**src/rtl/arb_mux_pkg.sv**
```systemverilog
// -----------------------------------------------------------------------------
// arb_mux_pkg
// Shared definitions for the arbitrating multiplexer:
//   - arbitration mode encodings (ARB_MODE_FIXED / ARB_MODE_RR)
//   - default parameter values for DATA_WIDTH / NUM_CH
//   - wrap_add: modular increment used by the rotated priority encoder
// -----------------------------------------------------------------------------
package arb_mux_pkg;

  // Arbitration mode encodings driven on the 'mode' port
  localparam logic ARB_MODE_FIXED = 1'b0;
  localparam logic ARB_MODE_RR    = 1'b1;

  // Default datapath geometry; legal channel count is 2..16
  localparam int unsigned ARB_DEFAULT_DATA_WIDTH = 16;
  localparam int unsigned ARB_DEFAULT_NUM_CH     = 4;

  // (base + off) mod n, for base and off both already in [0, n)
  function automatic int unsigned wrap_add(input int unsigned base,
                                           input int unsigned off,
                                           input int unsigned n);
    int unsigned sum;
    sum = base + off;
    if (sum >= n) begin
      sum = sum - n;
    end
    return sum;
  endfunction

endpackage : arb_mux_pkg

```
**src/rtl/arb_mux_rr_picker.sv**
```systemverilog
// -----------------------------------------------------------------------------
// arb_mux_rr_picker
// Purely combinational rotated priority encoder (the rr_picker of arb_mux).
// The search starts at (ptr+1) mod NUM_CH in round-robin mode and at
// channel 0 in fixed mode, wrapping past NUM_CH-1; the first requester wins.
// Ports:
//   req       in   NUM_CH     per-channel request
//   ptr       in   SEL_WIDTH  index of the most recently served channel
//   mode      in   1          ARB_MODE_FIXED / ARB_MODE_RR
//   grant     out  NUM_CH     one-hot grant, all zero when req is zero
//   grant_idx out  SEL_WIDTH  binary index of the granted channel
// -----------------------------------------------------------------------------
module arb_mux_rr_picker
  import arb_mux_pkg::*;
#(
  parameter int unsigned NUM_CH    = ARB_DEFAULT_NUM_CH,
  parameter int unsigned SEL_WIDTH = $clog2(NUM_CH)
) (
  input  logic [NUM_CH-1:0]    req,
  input  logic [SEL_WIDTH-1:0] ptr,
  input  logic                 mode,
  output logic [NUM_CH-1:0]    grant,
  output logic [SEL_WIDTH-1:0] grant_idx
);

  int unsigned base;
  int unsigned pos;
  logic        found;

  // Rotated search: fixed priority is simply a rotation of zero
  always_comb begin
    grant     = '0;
    grant_idx = '0;
    found     = 1'b0;
    pos       = '0;
    base      = (mode == ARB_MODE_RR) ? wrap_add(32'(ptr), 32'd1, NUM_CH) : 32'd0;
    for (int unsigned k = 0; k < NUM_CH; k++) begin
      pos = wrap_add(base, k, NUM_CH);
      if (!found && req[SEL_WIDTH'(pos)]) begin
        found                    = 1'b1;
        grant[SEL_WIDTH'(pos)]   = 1'b1;
        grant_idx                = SEL_WIDTH'(pos);
      end
    end
  end

endmodule : arb_mux_rr_picker

```
**src/rtl/arb_mux.sv**
```systemverilog
// -----------------------------------------------------------------------------
// arb_mux
// N-channel arbitrating multiplexer with a one-entry registered output stage.
// An internal arbiter (fixed priority or round-robin) picks one requesting
// channel; its payload is captured into the output register when the register
// is empty or being drained in the same cycle.
// Ports:
//   clk        in   1                  rising-edge clock
//   reset_n    in   1                  asynchronous active-low reset
//   mode       in   1                  0 = fixed priority, 1 = round-robin
//   in_valid   in   NUM_CH             per-channel request
//   in_data    in   NUM_CH*DATA_WIDTH  packed payloads, channel i at [i*DW +: DW]
//   in_ready   out  NUM_CH             per-channel accept (combinational, <=1 hot)
//   out_valid  out  1                  output register holds a word
//   out_ready  in   1                  consumer accepts the word
//   out_data   out  DATA_WIDTH         registered payload
//   out_sel    out  SEL_WIDTH          channel that produced out_data
// -----------------------------------------------------------------------------
module arb_mux
  import arb_mux_pkg::*;
#(
  parameter int unsigned DATA_WIDTH = ARB_DEFAULT_DATA_WIDTH,
  parameter int unsigned NUM_CH     = ARB_DEFAULT_NUM_CH
) (
  input  logic                         clk,
  input  logic                         reset_n,
  input  logic                         mode,
  input  logic [NUM_CH-1:0]            in_valid,
  input  logic [NUM_CH*DATA_WIDTH-1:0] in_data,
  output logic [NUM_CH-1:0]            in_ready,
  output logic                         out_valid,
  input  logic                         out_ready,
  output logic [DATA_WIDTH-1:0]        out_data,
  output logic [$clog2(NUM_CH)-1:0]    out_sel
);

  localparam int unsigned SEL_WIDTH = $clog2(NUM_CH);

  logic [NUM_CH-1:0]     grant;
  logic [SEL_WIDTH-1:0]  grant_idx;
  logic [SEL_WIDTH-1:0]  rr_ptr;
  logic [DATA_WIDTH-1:0] sel_data;
  logic                  can_accept;
  logic                  xfer;

  // Arbiter: one-hot grant over the current requests
  arb_mux_rr_picker #(
    .NUM_CH    (NUM_CH),
    .SEL_WIDTH (SEL_WIDTH)
  ) u_picker (
    .req       (in_valid),
    .ptr       (rr_ptr),
    .mode      (mode),
    .grant     (grant),
    .grant_idx (grant_idx)
  );

  // Register can take a word when empty or when it is drained this cycle.
  // reset_n gates in_ready so no channel sees an accept while reset is held.
  always_comb begin
    can_accept = !out_valid || out_ready;
    in_ready   = grant & {NUM_CH{can_accept && reset_n}};
    xfer       = |(in_valid & in_ready);
  end

  // AND-OR payload mux driven by the one-hot grant
  always_comb begin
    sel_data = '0;
    for (int unsigned i = 0; i < NUM_CH; i++) begin
      if (grant[i]) begin
        sel_data = sel_data | in_data[i*DATA_WIDTH +: DATA_WIDTH];
      end
    end
  end

  // Output register and round-robin pointer.
  // rr_ptr resets to NUM_CH-1 so channel 0 is first in round-robin order.
  always_ff @(posedge clk or negedge reset_n) begin
    if (!reset_n) begin
      out_valid <= 1'b0;
      out_data  <= '0;
      out_sel   <= '0;
      rr_ptr    <= SEL_WIDTH'(NUM_CH - 1);
    end else if (xfer) begin
      out_valid <= 1'b1;
      out_data  <= sel_data;
      out_sel   <= grant_idx;
      rr_ptr    <= grant_idx;
    end else if (out_ready) begin
      // Drain without refill: payload and index hold their last values
      out_valid <= 1'b0;
    end
  end

endmodule : arb_mux
```
**config.mk**
```make
export PLATFORM = sky130hd
export DESIGN_NAME = arb_mux
export DESIGN_NICKNAME = d
export VERILOG_FILES = /design/src/rtl/arb_mux_pkg.sv /design/src/rtl/arb_mux_rr_picker.sv /design/src/rtl/arb_mux.sv
export SDC_FILE = /design/constraint.sdc
export NUM_CORES = 1
export LEC_CHECK = 0
export ABC_AREA = 1
export ABC_CLOCK_PERIOD_IN_PS = 3050
export CORE_MARGIN = 4
export CORE_UTILIZATION = 40
export CTS_CLUSTER_SIZE = 10
export DETAILED_ROUTE_END_ITERATION = 8
export PLACE_DENSITY = 0.91
export SYNTH_ARGS = -nofsm -noshare
export SYNTH_HDL_FRONTEND = slang
export SYNTH_SLANG_ARGS = --single-unit
```
**constraint.sdc**
```tcl
create_clock -name clk -period 3.05 [get_ports clk]
set_input_delay 0.4575 -clock clk [delete_from_list [all_inputs] [get_ports clk]]
set_output_delay 0.4575 -clock clk [all_outputs]
set_load 0.01 [all_outputs]
```
# Yosys cells after proc, flatten, opt, wreduce, memory -nomap -nowiden
# Cells that the tools add are included.
# op_classes
add_sub_neg	9
n_mul	0
div	0
order_cmp	13
n_eq_ne	0
shifts	0
muxes	39
bitwise	8
reduce_logical	15
# ops
operator	count
$ge 32x3->1 const B	5
$add 32x2->32 const B	2
$mux 16	4
$mux 32	2
$or 16x16->16	3
$add 32x1->32 const B	1
$sub 32x3->32 const B	1
$mux 2	8
$mux 4	4
$mux 1	13
$lt 2x3->1 const B	4
$or 4x4->4	3
$and 4x4->4	2
$bmux 1 s2	4
$demux 1 s2	4
$ge 2x1->1 const B	4
$logic_and 1x1->1	8
$sub 2x1->2 const B	4
$logic_not 1->1	4
$reduce_or 4->1	1
$add 2x1->3 const B	1
$reduce_bool 2->1	1
$logic_or 1x1->1	1
# word_totals
register_bits	21
latch_bits	0
ram_bits	0
mem_bits_ro	0
mem_count	0

# Depth between registers and ports, before layout
# logic_depth
ltp_word	25
mapped_depth	18
mapped_depth_nobuf	17

# Modules after synthesis
# Synthesis repeated with hierarchy kept, for this count alone.
# unflattened
cells_unflattened	293
hier_area_um2	1984.4
# by_module_without_submodules
mod	instances	cells_each	area_each_um2	seq_area_each_um2
arb_mux	1	190	1357.6	528.0
arb_mux_rr_picker	1	103	626.9	0.0

# Worst setup path after synthesis
# No wires, ideal clock.
# synth_timing
path_kind	in2out
start	input port mode
end	output port in_ready[3]
arrival_ps	2217
t_required_ps	2592
path_slack_ps	375
stages	14
cell_sequence	buf_4 -> nand2_2 -> buf_6 -> inv_1 -> ha_1 -> nand3b_2 -> nand2_4 -> nand2_1 -> nand2_1 -> nand2_1 -> nand3_4 -> buf_2 -> nand2_1 -> inv_1
# synth_via
elab_chain_cells	16
elab_cells_between_ends	61
classes_between	add/sub: 7; order compare: 12; mux: 28; bitwise: 4; reduce/logical: 10
# synth_lines
item	line_no	text
from (decl)	arb_mux.sv:27	input logic mode,
$mux 32 *	arb_mux_rr_picker.sv:36	base = (mode == ARB_MODE_RR) ? wrap_add(32'(ptr), 32'd1, NUM_CH) : 32'd0;
parallel branches: the longest is 13 deep, another holds $add 32x1->32	--	
$mux 4 *	arb_mux_rr_picker.sv:39	if (!found && req[SEL_WIDTH'(pos)]) begin
$and 4x4->4 *	arb_mux.sv:62	in_ready = grant & {NUM_CH{can_accept && reset_n}};
to (decl)	arb_mux.sv:30	output logic [NUM_CH-1:0] in_ready,
# Every way passes the cells marked *. The select of a mux whose other input is x is not followed.

# Final worst setup path
# layout_timing
start	register rr_ptr[0]
end	output port in_ready[3]
# layout_via
elab_chain_cells	19
elab_cells_between_ends	65
classes_between	add/sub: 9; order compare: 13; mux: 29; bitwise: 4; reduce/logical: 10
# layout_lines
item	line_no	text
from (decl)	arb_mux.sv:41	logic [SEL_WIDTH-1:0] rr_ptr;
from (signal assigned)	arb_mux.sv:83	rr_ptr <= SEL_WIDTH'(NUM_CH - 1);
from (signal assigned)	arb_mux.sv:88	rr_ptr <= grant_idx;
$add 2x1->3 *	arb_mux_pkg.sv:23	sum = base + off;
$sub 32x3->32 / $ge 32x3->1 (equally long branches)	arb_mux_pkg.sv:25, arb_mux_pkg.sv:24	
$mux 32 *	arb_mux_pkg.sv:24	if (sum >= n) begin
$mux 32 *	arb_mux_rr_picker.sv:36	
parallel branches: the longest is 13 deep, another holds $add 32x1->32	--	
$mux 4 *	arb_mux_rr_picker.sv:39	
$and 4x4->4 *	arb_mux.sv:62	
# Marks and branches as above.

==> impl_metrics.json <==
{
  "status": "finished, final reports clean",
  "portBuffers": 94,
  "cp_max_fo": 9,
  "cts-root-buf": "clkbuf_8",
  "htreeDepth": 1,
  "ys_seq_elements": 21,
  "critPathLaunchType": "flop",
  "synth_top_cells_by_area": "nand2_1 (30%), dfrtp_1 (26%), nand4_1 (5.8%)",
  "synthCells": 285,
  "fp.dieH_um": 75.7,
  "grt_max_degree": 22,
  "tns_ps": 0,
  "die_area_mm2": 0.00572,
  "yosysTopAreaCell": "nand2_1",
  "routed_via_density": 5.05,
  "p_leak_uw": 0.00150,
  "netlist.area_leader.share": 0.303,
  "nNetsFinal": 476,
  "max_stage_delay_ps": 580,
  "syn-cell-area_mm2": 0.00183,
  "crit_chain": "inv_2 -> nand2_1 -> nand3_2 -> ha_4 -> nand3b_2 -> nand2_4 -> nor2_8 -> nand3_1 -> nand3_4 -> nand2_1 -> inv_1 -> dlygate4sd2_1",
  "cp.arrival_ps": 2430,
  "min_to": "out_data[9]$_DFFE_PN0P_",
  "criticalPathCategory": "flop to output port",
  "syn_avg_cell_area_um2": 6.42,
  "whs_path_depth": 2,
  "hold_violations": 0,
  "cts-buffers-inserted": 3,
  "drive_above_1_share": 0.153,
  "grtUsageTotal": 0.228,
  "cp_common_cell": "nand2_1",
  "dp_hpwl_mm": 5.14,
  "path_buf_inv": 3,
  "reg2reg_slack_ps": 210,
  "hp-class": "flop to flop",
  "min_period_ps": 2890,
  "slew_viol_final": 0,
  "fillCellCount": 380,
  "path_clk_slew_ps": 80,
  "fp-row-count": 24,
  "critical-path-slowest-cell": "dfstp_2",
  "r2r-start": "rr_ptr[0]$_DFFE_PN1P_",
  "synth_cell_types": 25,
  "final-setup-viol-count": 0,
  "syn2layout_area_growth_pct": 65.0,
  "fin_crit_sh": 0.948,
  "relSlewSlack": 0.684,
  "synth_nets": 361,
  "ir_worst_vdd_v": 0.000333,
  "ant_nets": 0,
  "die_w_um": 75.7,
  "clk_path_buf_depth": 2,
  "drc": 0,
  "worst_setup_path_end_kind": "output port",
  "start_util": 0.418,
  "grt_overflow": 0,
  "ios": 95,
  "worstMarginPinSlew_ps": 473,
  "clk_latency_ps": 260,
  "wl_per_cell_um": 14.4,
  "num_vias": 2276,
  "reg2reg_depth": 14,
  "grt_pass1_vias": 2145,
  "yosys_warnings": 0,
  "fmax_mhz": 346,
  "drt_iter0_drc": 159,
  "antenna_cells": 0,
  "drt-total-wl_mm": 6.49,
  "ys_seq_area_frac": 0.288,
  "grt_pass1_wl_mm": 9.94,
  "antenna_found_initial": 0,
  "hp-start": "out_data[9]$_DFFE_PN0P_",
  "fin_worst_skew_ps": 1.50,
  "cap_violations": 0,
  "power.density_mw_per_mm2": 796,
  "total_power_uw": 2400,
  "cts_tree": "done",
  "gp_congestion": 0.917,
  "r2r_end": "out_valid$_DFFE_PN0P_",
  "worstPathRequired_ps": 2590,
  "drt_first_pass_iters": 4,
  "rsz0062_at_grt": "false",
  "clkSinkCount": 21,
  "crit_family": "simple AND/OR/NAND/NOR gates",
  "fp.coreArea_mm2": 0.00438
}
metal layers:
metal,GRT usage,share of wire,up-vias
met5,0,0,-
li1,-,-,1148
met4,0.0427,0.0099,0
met1,0.291,0.40,1007
met3,0.0646,0.11,8
met2,0.387,0.48,113
flip-flops by register name (all words and copies together) (netlist names):
name       cells
out_valid      1
out_sel        2
out_data      16
rr_ptr         2
logic make-up after synthesis:
logic type / synth area share
adder cells (fa/ha/maj): 0.0273
AO/OA/AOI/OAI: 0.0704
flip-flops: 0.288
buffers and inverters: 0.0786
AND/OR/NAND/NOR: 0.535
worst register-to-register path, stage by stage (launching register included):
cell      delay, ps
dfstp_2         580
inv_2           100
nand2_1          80
nand3_2         110
ha_4            250
nand3b_2        220
nand2_4         140
nor2_8           70
nand3_1         120
nand3_4          80
buf_4           200
nand3_2         110
nand2_4          80
nor2_4          410
o21ai_1         150
final cells by class:
class	count	area (um2)	area share
clock buffers	3	41.3	0.0137
inverters	18	67.6	0.0224
multi-input cells	236	1190	0.393
repair buffers	120	1130	0.373
well taps	52	65.1	0.0215
flip-flops and latches	21	528	0.175
clock inverters	1	5.00	0.00166
power by group:
group          switching (uW)  total (uW)  internal, uW
Clock                    96.5         188          91.1
Sequential               72.8         479           406
Combinational             979        1740           758
Total                    1150        2400          1260
worst max-delay path by stage:
stage | slack (ps) | end | from | depth (start not counted)
after floorplan | 380 | in_ready[3] | mode | 14
after global placement | -170 | in_ready[3] | mode | 12
after detailed placement | -210 | in_ready[1] | mode | 9
after CTS | 70 | in_ready[1] | rr_ptr[0]$_DFFE_PN1P_ | 13
after global routing | 6 | out_data[14]$_DFFE_PN0P_ | rr_ptr[0]$_DFFE_PN1P_ | 18
final | 160 | in_ready[3] | rr_ptr[0]$_DFFE_PN1P_ | 12
cells in the mapped netlist:
master and instances:
nor2_4 2, dfstp_2 2, a21oi_1 1, nand2_2 3, nand2_4 3, buf_6 3, o22ai_1 1, nand3_4 1
o21bai_1 1, nand3_1 18, ha_1 4, buf_2 4, o21ai_0 18, nor2_8 1, nand2_1 148, o21ai_1 4
nor2_2 2, nand3_2 8, dfrtp_1 19, nand3b_2 1, inv_2 3, buf_4 3, nand4_1 17, inv_1 15
nor2_1 3
layout by cell type, fill, tap and decap left out:
cell             count
dfstp_2              2
nand2_2              3
dfrtp_1             19
nand2_4              3
nand3b_2             1
nor2_1               2
nand3_4              1
nand2_1            148
o21bai_1             1
o22ai_1              1
dlygate4sd2_1        4
ha_1                 3
o21ai_0             18
ha_4                 1
nor2_8               1
buf_4               26
nand3_1             17
nand3_2              9
clkdlybuf4s50_1     89
nor2_4               3
clkinv_2             1
inv_2                3
inv_1               15
o21ai_1              4
nand4_1             17
clkbuf_8             3
a21oi_2              1
nor2_2               2
clkbuf_2             1
repair_timing:
item / CTS / global route
pin swaps: 1 / 0
setup buffers: 1 / 0
endpoints found under the setup margin: 4 / 2
gates resized for setup: 9 / 3
hold buffers: 0 / 0
per-stage QoR:
step           area [um2]  utilization  hold WS [ps]  setup WS (ps)  instances
4_1_cts              3020        0.689           492           72.3        451
5_1_grt              3020        0.689           513           5.67        451
3_5_place_dp         2950        0.672           469           -214        446
3_3_place_gp         2950        0.672           461           -172        446
6_report             3020        0.689           488            158        451
2_1_floorplan        1830            -           162            375        285
Power figures use the tool's default switching activity.
